==> config.mk <==
export PLATFORM = sky130hd
export DESIGN_NAME = audiodac_sine_gen
export DESIGN_NICKNAME = d
export VERILOG_FILES = /design/src/rtl/audiodac_pkg.sv /design/src/rtl/audiodac_sine_lut.sv /design/src/rtl/audiodac_sine_gen.sv
export SDC_FILE = /design/constraint.sdc
export NUM_CORES = 1
export LEC_CHECK = 0
export BUFFER_PORTS_ARGS = -buffer_cell sky130_fd_sc_hd__buf_4
export CAP_MARGIN = 5
export CORE_ASPECT_RATIO = 1.2
export CORE_MARGIN = 2
export CORE_UTILIZATION = 60
export DETAILED_ROUTE_END_ITERATION = 8
export PLACE_DENSITY_LB_ADDON = 0.3
export SKIP_CTS_REPAIR_TIMING = 1
export SLEW_MARGIN = 40
export SYNTH_ARGS = -nofsm -noshare
export SYNTH_HDL_FRONTEND = slang
export SYNTH_SLANG_ARGS = --single-unit
export TNS_END_PERCENT = 10
==> constraint.sdc <==
create_clock -name clk_i -period 10.4 [get_ports clk_i]
set_clock_uncertainty 0.05 [all_clocks]
set_input_delay 2.08 -clock clk_i [delete_from_list [all_inputs] [get_ports clk_i]]
set_output_delay 2.08 -clock clk_i [all_outputs]
set_load 0.01 [all_outputs]
==> src/rtl/audiodac_pkg.sv <==
// Shared constants for the audio DAC test-tone generator: widths, amplitude and the
// quarter-wave sine table, LUT[k] = round(32767*sin(2*pi*(k+0.5)/128)).
package audiodac_pkg;

    localparam int SINEGEN_PHASE_W   = 7;
    localparam int SINEGEN_LUT_AW    = 5;
    localparam int SINEGEN_DATA_W    = 16;
    localparam int SINEGEN_AMPL      = 32767;
    localparam int SINEGEN_LUT_DEPTH = 1 << SINEGEN_LUT_AW;
    localparam int SINEGEN_PERIOD    = 1 << SINEGEN_PHASE_W;

    typedef logic [SINEGEN_PHASE_W-1:0] sinegen_phase_t;
    typedef logic [SINEGEN_DATA_W-1:0]  sinegen_sample_t;

    // Half-sample offset keeps every entry strictly inside (0, SINEGEN_AMPL).
    localparam sinegen_sample_t SINEGEN_QTR_LUT [SINEGEN_LUT_DEPTH] = '{
        16'd804,   16'd2410,  16'd4011,  16'd5602,
        16'd7179,  16'd8739,  16'd10278, 16'd11793,
        16'd13279, 16'd14732, 16'd16151, 16'd17530,
        16'd18868, 16'd20159, 16'd21403, 16'd22594,
        16'd23731, 16'd24811, 16'd25832, 16'd26790,
        16'd27683, 16'd28510, 16'd29268, 16'd29956,
        16'd30571, 16'd31113, 16'd31580, 16'd31971,
        16'd32285, 16'd32521, 16'd32678, 16'd32757
    };

    function automatic sinegen_sample_t sinegen_negate(input sinegen_sample_t v);
        return ~v + sinegen_sample_t'(1);
    endfunction

endpackage

==> src/rtl/audiodac_sine_lut.sv <==
// Combinational phase-to-sample map. Default: quarter-wave table with quadrant mirroring;
// AUDIODAC_SINEGEN_FULL_TABLE_EN selects a directly indexed 128-entry full-period table.
module audiodac_sine_lut
    import audiodac_pkg::*;
(
    input  logic [SINEGEN_PHASE_W-1:0] phase_i,
    output logic [SINEGEN_DATA_W-1:0]  sample_o
);

`ifdef AUDIODAC_SINEGEN_FULL_TABLE_EN
    sinegen_sample_t full_tbl [SINEGEN_PERIOD];

    // Entries are folded from the quarter table at elaboration so both builds match bit-exactly.
    for (genvar gi = 0; gi < SINEGEN_PERIOD; gi++) begin : g_full_tbl
        localparam int QUAD = gi / SINEGEN_LUT_DEPTH;
        localparam int IDX  = gi % SINEGEN_LUT_DEPTH;
        localparam sinegen_sample_t MAG = (QUAD % 2 == 0) ? SINEGEN_QTR_LUT[IDX]
                                                          : SINEGEN_QTR_LUT[SINEGEN_LUT_DEPTH-1-IDX];
        localparam sinegen_sample_t VAL = (QUAD >= 2) ? sinegen_negate(MAG) : MAG;
        assign full_tbl[gi] = VAL;
    end

    assign sample_o = full_tbl[phase_i];
`else
    logic [1:0]                quad;
    logic [SINEGEN_LUT_AW-1:0] idx;
    logic [SINEGEN_LUT_AW-1:0] addr;
    sinegen_sample_t           mag;

    always_comb begin
        quad     = phase_i[SINEGEN_PHASE_W-1:SINEGEN_LUT_AW];
        idx      = phase_i[SINEGEN_LUT_AW-1:0];
        // 31-i equals the bitwise inverse of a 5-bit index.
        addr     = quad[0] ? ~idx : idx;
        mag      = SINEGEN_QTR_LUT[addr];
        sample_o = quad[1] ? sinegen_negate(mag) : mag;
    end
`endif

endmodule

==> src/rtl/audiodac_sine_gen.sv <==
// Built-in sine test tone: phase accumulator advanced per read strobe, registered sample out.
// Table variant chosen in audiodac_sine_lut via AUDIODAC_SINEGEN_FULL_TABLE_EN.
module audiodac_sine_gen
    import audiodac_pkg::*;
(
    input  logic                       clk_i,
    input  logic                       rst_i,
    input  logic                       data_rd_i,
    input  logic                       tst_sinegen_en,
    input  logic [3:0]                 tst_sinegen_step,
    output logic [SINEGEN_DATA_W-1:0]  data_o
);

    sinegen_phase_t  phase_q;
    sinegen_phase_t  phase_d;
    sinegen_sample_t data_q;
    sinegen_sample_t data_d;
    sinegen_sample_t lut_sample;

    audiodac_sine_lut u_lut (
        .phase_i  (phase_q),
        .sample_o (lut_sample)
    );

    always_comb begin
        phase_d = phase_q;
        data_d  = data_q;
        if (!tst_sinegen_en) begin
            phase_d = '0;
            data_d  = '0;
        end else if (data_rd_i) begin
            data_d  = lut_sample;
            phase_d = phase_q + sinegen_phase_t'(tst_sinegen_step);
        end
    end

    always_ff @(posedge clk_i) begin
        if (rst_i) begin
            phase_q <= '0;
            data_q  <= '0;
        end else begin
            phase_q <= phase_d;
            data_q  <= data_d;
        end
    end

    assign data_o = data_q;

endmodule

Word-level counts from Yosys, hierarchy flattened
Memories as Yosys holds them, arrays and structs flattened.
Cells that the tools add are included.
W data, S select, Z words.
Operators by class
  add/sub/neg operators: 2
  $mul: 0
  div/mod/pow operators: 0
  magnitude comparators: 1
  equal/unequal tests: 0
  shift operators: 0
  mux-type cells: 4
  bitwise logic cells: 4
  reduce and logical (&&, ||, !) cells: 1
Operators by type and width (number)
  $mux W16: 3
  $add A16 B1 Y16 const B: 1
  $not A16 Y16: 1
  $add A7 B4 Y7: 1
  $ge A6 B6 Y1 const B: 1
  $not A5 Y6: 1
  $mux W5: 1
  $not A5 Y5: 1
  $reduce_or A2 Y1: 1
  $not A1 Y1: 1
Word-level totals
  register bits: 23
  latch bits: 0
  memory bits (writable): 0
  bits in read-only memories: 512
  bits of input ports: 8
  output and inout bits: 16
  word-level logic and storage cells: 15
  memories: 1
Memories
  (name not given): depth 32, width 16, rd ports 1, clocked after Yosys merged registers in 0, wr ports 0, RTL line audiodac_sine_lut.sv:35  | mag = SINEGEN_QTR_LUT[addr];

Longest topological paths before layout
  word-level depth: 9
  depth in mapped cells: 18
  depth with buffers taken out: 13

Modules after synthesis
Synthesis repeated with hierarchy kept, for this count alone.
Unflattened totals
  cell total of the unflattened synthesis: 377
  area total of the unflattened synthesis: 2713.9 um^2
Modules (own cells, without submodules)
  audiodac_sine_lut: instances 1, cells each 272, area an instance 1684.1 um^2, seq. area each 0.0 um^2
  audiodac_sine_gen: instances 1, cells each 105, area an instance 1029.7 um^2, seq. area each 460.4 um^2

Worst setup path before layout
No wires, ideal clock.
  kind: register to register
  start point: reg phase_q[5]
  end point: reg data_q[12] (netlist: data_o[12])
  arrival: 4.152 ns
  setup slack: 6.119 ns
  cell stages (with the launch flop): 18
  buffers on the path: 5
  cell sequence: dfxtp_1 -> buf_6 -> buf_2 -> buf_2 -> buf_2 -> xnor2_1 -> inv_1 -> ha_1 -> buf_2 -> inv_1 -> mux4_2 -> a211oi_1 -> or2_2 -> ha_1 -> inv_1 -> or3_1 -> or4b_1 -> a211oi_2
Between the ends
  longest elaborated chain between the ends: 8
RTL lines
  start: declaration: RTL line audiodac_sine_gen.sv:14  | sinegen_phase_t phase_q;
  start signal: assignment: RTL line audiodac_sine_gen.sv:42  | phase_q <= phase_d;
  $mux W5 *: RTL line audiodac_sine_lut.sv:34  | addr = quad[0] ? ~idx : idx;
  $not A5 Y6 (implied by the code) *: RTL line audiodac_sine_lut.sv:35
  $mem_v2 Z32 W16 *
  $mux W16 (implied by the code) * (2 in series): RTL line audiodac_sine_lut.sv:35
  $not A16 Y16: RTL line audiodac_pkg.sv:28  | return ~v + sinegen_sample_t'(1);
  $add A16 B1 Y16: RTL line audiodac_pkg.sv:28
  $mux W16 *: RTL line audiodac_sine_lut.sv:36  | sample_o = quad[1] ? sinegen_negate(mag) : mag;
  end signal: assignment: RTL line audiodac_sine_gen.sv:43  | data_q <= data_d;
  end: declaration: RTL line audiodac_sine_gen.sv:16  | sinegen_sample_t data_q;
Mark *: on every way between the ends. The rest lies on a longest branch, timed or not. The select of a mux whose other input is x is not followed.
A chain may end at the register's enable or synchronous reset.

Worst setup path after layout
Ends and elaborated chain as after synthesis.

==> run metrics <==
global-route wire length before repair=12980 microns; IO buf count=23; CTS buffer count=3; DRT Pass-1 Iters=7; crit path DAT=roughly 4.9 ns; GPL Wtd Cong=about 0.95; Internal=0.0001537 W; mux contribution to synthesized area=0.08047; CP top delay family=simple AND/OR/NAND/NOR gates; P&R area growth vs syn=3.350%; Die Y=82.27 microns; setup violators final=0; Slew headroom=0.4880; Synth Area in Compound Gates=0.3072; Initial DRC Count=between 200 and 250; layout cells sized above 1=0.1603; core area=around 5000 sq um; Synth Flop Type=dfxtp_1; Least-Margin Pin Slew=~0.76 ns; Post-Route WL=~7900 microns; Synth warnings=0; initial antenna violation count=0; Yosys cell types=76; Worst R2R Path Depth=13; number of diodes=0; final instance area=about 3200 sq um; largest net degree at the start of global routing=roughly 60; vias in the first global route=2652; DR vias=about 3000; detailed placement HPWL=approximately 5400 microns; register area share after synthesis=0.1503; Root Driver=clkbuf_8; DIE WIDTH=69.23 microns; Post-DP Area=3104 sq um; nets@finish=approximately 420; Syn Inst Count=between 400 and 500; Hold Path Stages=2; worst skew pair latency=~0.27 ns; adder-cell area share of the yosys netlist=0.06699; CP dominant cell by count=inv_1; f_max=212.2 MHz; critical path type=reg -> reg; XOR/XNOR Fraction of Synth Area=0.07475; power per cell area=approximately 75 nW/um^2; Critical Path End Type=flop; Synth Cell Area=a little over 3000 sq um; register bit count reported by yosys=23; I/O Pins=24; Slew Limit Fails=0; setup TNS=0 ns; CTS clk-pin slew, worst paths=0.09 ns; VDD IR max=around 0.000042 V; Leakage=approximately 1.2 nW; CP bufs+invs=4; syn avg cell area=about 7.6 sq um; Worst Path Max Fanout=56; Fin. Hold Viols=0; switch share=0.3496; Post-synth EDFFs=0; clock sink count=23; Comb pwr share=0.361; Yosys top cell area share=0.1503; Initial Util=0.6201; Antenna Violating Nets Remaining=0; period utilization=0.4531; Area contributors post-synth=dfxtp_1 (15%), ha_1 (5.7%), a21oi_1 (5.1%); Hold Path Class=reg -> reg; CP max stage cell=ha_1; syn_nets=roughly 430; CTS Buffer Depth=2; status=finished clean; Simple-Gate Fraction of Synth Area=0.2185; largest family of logic cells by synthesized area=compound AO/OA/AOI/OAI gates; crit path cell chain=buf_4 > xnor2_1 > inv_1 > ha_1 > inv_1 > mux4_2 > a211oi_1 > or2_2 > ha_1 > inv_1 > or3_1 > or4b_1 > a211oi_2; max-cap violation count=0; post-route minimum period=~4.7 ns; # rows=28; Sw Pwr=~0.000083 W; CTS HTree Levels=1; WP depth=13; Clock power frac=0.240; DR vias/cell=around 6.6; dominant cell type by area after synthesis=dfxtp_1; DRC=0; Worst setup SP type=flop; TritonCTS clock tree=built; GRT Total Usage=0.2773; total congestion overflow=0; Worst path max stage delay=roughly 0.71 ns; RSZ-0062 raised after global routing=false; Synth async-reset ratio=0; Worst EP required=between 10 and 15 ns; Die Area=5695 sq um; part of the power in registers=0.399; drt wl/cell=roughly 17 microns
[registers in the layout, indices dropped and copies added (netlist names)]
signal   count
data_o      16
phase_q      7
[area by class of cell]
| cell class | count | area, sq um |
|---|---|---|
| Tap cell | 60 | 75.07 |
| Timing Repair Buffer | 27 | 202.7 |
| Multi-Input combinational cell | 320 | 2306 |
| Fill cell | 446 | 1774 |
| Clock inverter | 1 | 5.005 |
| Sequential cell | 23 | 464.2 |
| Inverter | 19 | 71.32 |
| Clock buffer | 3 | 41.29 |
[cell usage after synthesis (3+ instances only)]
master / number
a221oi_1: 3
a211o_1: 6
nand3_1: 8
nand2_1: 33
a211oi_1: 11
nor2b_1: 16
dfxtp_1: 23
nor3_1: 4
o22ai_1: 4
buf_6: 6
mux4_2: 4
xnor2_1: 13
a22oi_1: 3
buf_2: 14
a22o_1: 3
nand2b_1: 5
o21ai_0: 29
a21oi_1: 31
mux2i_1: 13
o221ai_1: 4
o31ai_1: 4
clkbuf_1: 15
or3_1: 3
o21a_1: 3
or2_2: 6
buf_1: 5
o211ai_1: 7
or3b_2: 3
inv_1: 17
nor2_1: 32
xor2_1: 5
ha_1: 14
[through the flow]
step / util / total power, W / hold WS, ns / instances / setup WS, ns
after detailed placement: 0.6284 / 0.0001791 / 0.4056 / 449 / 5.793
final: 0.6408 / 0.0002364 / 0.4168 / 453 / 5.688
after global routing: 0.6408 / 0.0002477 / 0.4428 / 453 / 5.380
after floorplan: - / 0.0001611 / 0.4358 / 404 / 6.119
after CTS: 0.6378 / 0.0002348 / 0.4183 / 453 / 5.767
after global placement: 0.6284 / 0.0001777 / 0.4012 / 449 / 5.930
[worst reg2reg max path, stage by stage (launching register included)]
cell and delay [ns]:
dfxtp_2 0.32, buf_4 0.49, xnor2_1 0.37, inv_1 0.19, ha_1 0.71, inv_1 0.16, mux4_2 0.50, a211oi_1 0.29
or2_2 0.17, ha_1 0.16, inv_1 0.05, or3_1 0.42, or4b_1 0.56, a211oi_2 0.21
[cells by family after synthesis]
family | after synthesis
AOI/OAI and AO/OA | 135
xor gates and xnor gates | 21
adders and majority gates | 16
buffers and inverters | 61
DFF | 23
muxes | 19
and+or+nand+nor | 129
[metal layers]
metal  vias to the layer above  GRT usage  wire, microns  part of all wire
met1                      1420     0.3597           3443              0.44
met3                        15    0.01942            422             0.053
met5                         -          0              0                 0
li1                       1449          -              -                 -
met2                       108     0.4827           3856              0.49
met4                         0     0.1157            165             0.021
[layout by cell type (no fill, tap or decap), drive strengths merged, types with 3 or more instances in the layout]
| master | count |
|---|---|
| o22ai | 4 |
| o21ai | 30 |
| a211oi | 12 |
| o31ai | 5 |
| a21oi | 31 |
| clkbuf | 3 |
| xor2 | 7 |
| or3b | 3 |
| a22o | 3 |
| nor2 | 32 |
| or2 | 7 |
| xnor2 | 14 |
| a2bb2oi | 3 |
| nand2b | 5 |
| mux2i | 13 |
| a211o | 6 |
| nor3 | 4 |
| o21a | 3 |
| o221ai | 4 |
| a221oi | 5 |
| nand3 | 8 |
| inv | 19 |
| nand2 | 33 |
| buf | 27 |
| a22oi | 3 |
| or3 | 4 |
| o211ai | 8 |
| mux4 | 4 |
| dfxtp | 23 |
| ha | 14 |
| nor2b | 16 |
[power by group through the flow]
| stage | registers (W) | clock network, W | logic, W |
|---|---|---|---|
| CTS | 0.0000943 | 0.0000574 | 0.0000831 |
| detailed placement | 0.0000963 | 0 | 0.0000828 |
| floorplan | 0.0000960 | 0 | 0.0000651 |
| global placement | 0.0000962 | 0 | 0.0000815 |
| global route | 0.0000949 | 0.0000595 | 0.0000934 |
| finish | 0.0000943 | 0.0000567 | 0.0000854 |
[worst paths after layout]
kind	slack, ns	startpoint	endpoint
max reg2reg	5.69	phase_q[5]	data_o[12]
max	5.69	phase_q[5]	data_o[12]
min	0.42	data_o[9]	data_o[9]
min reg2reg	0.42	data_o[9]	data_o[9]
No activity file was read; power rests on OpenSTA's default activity.
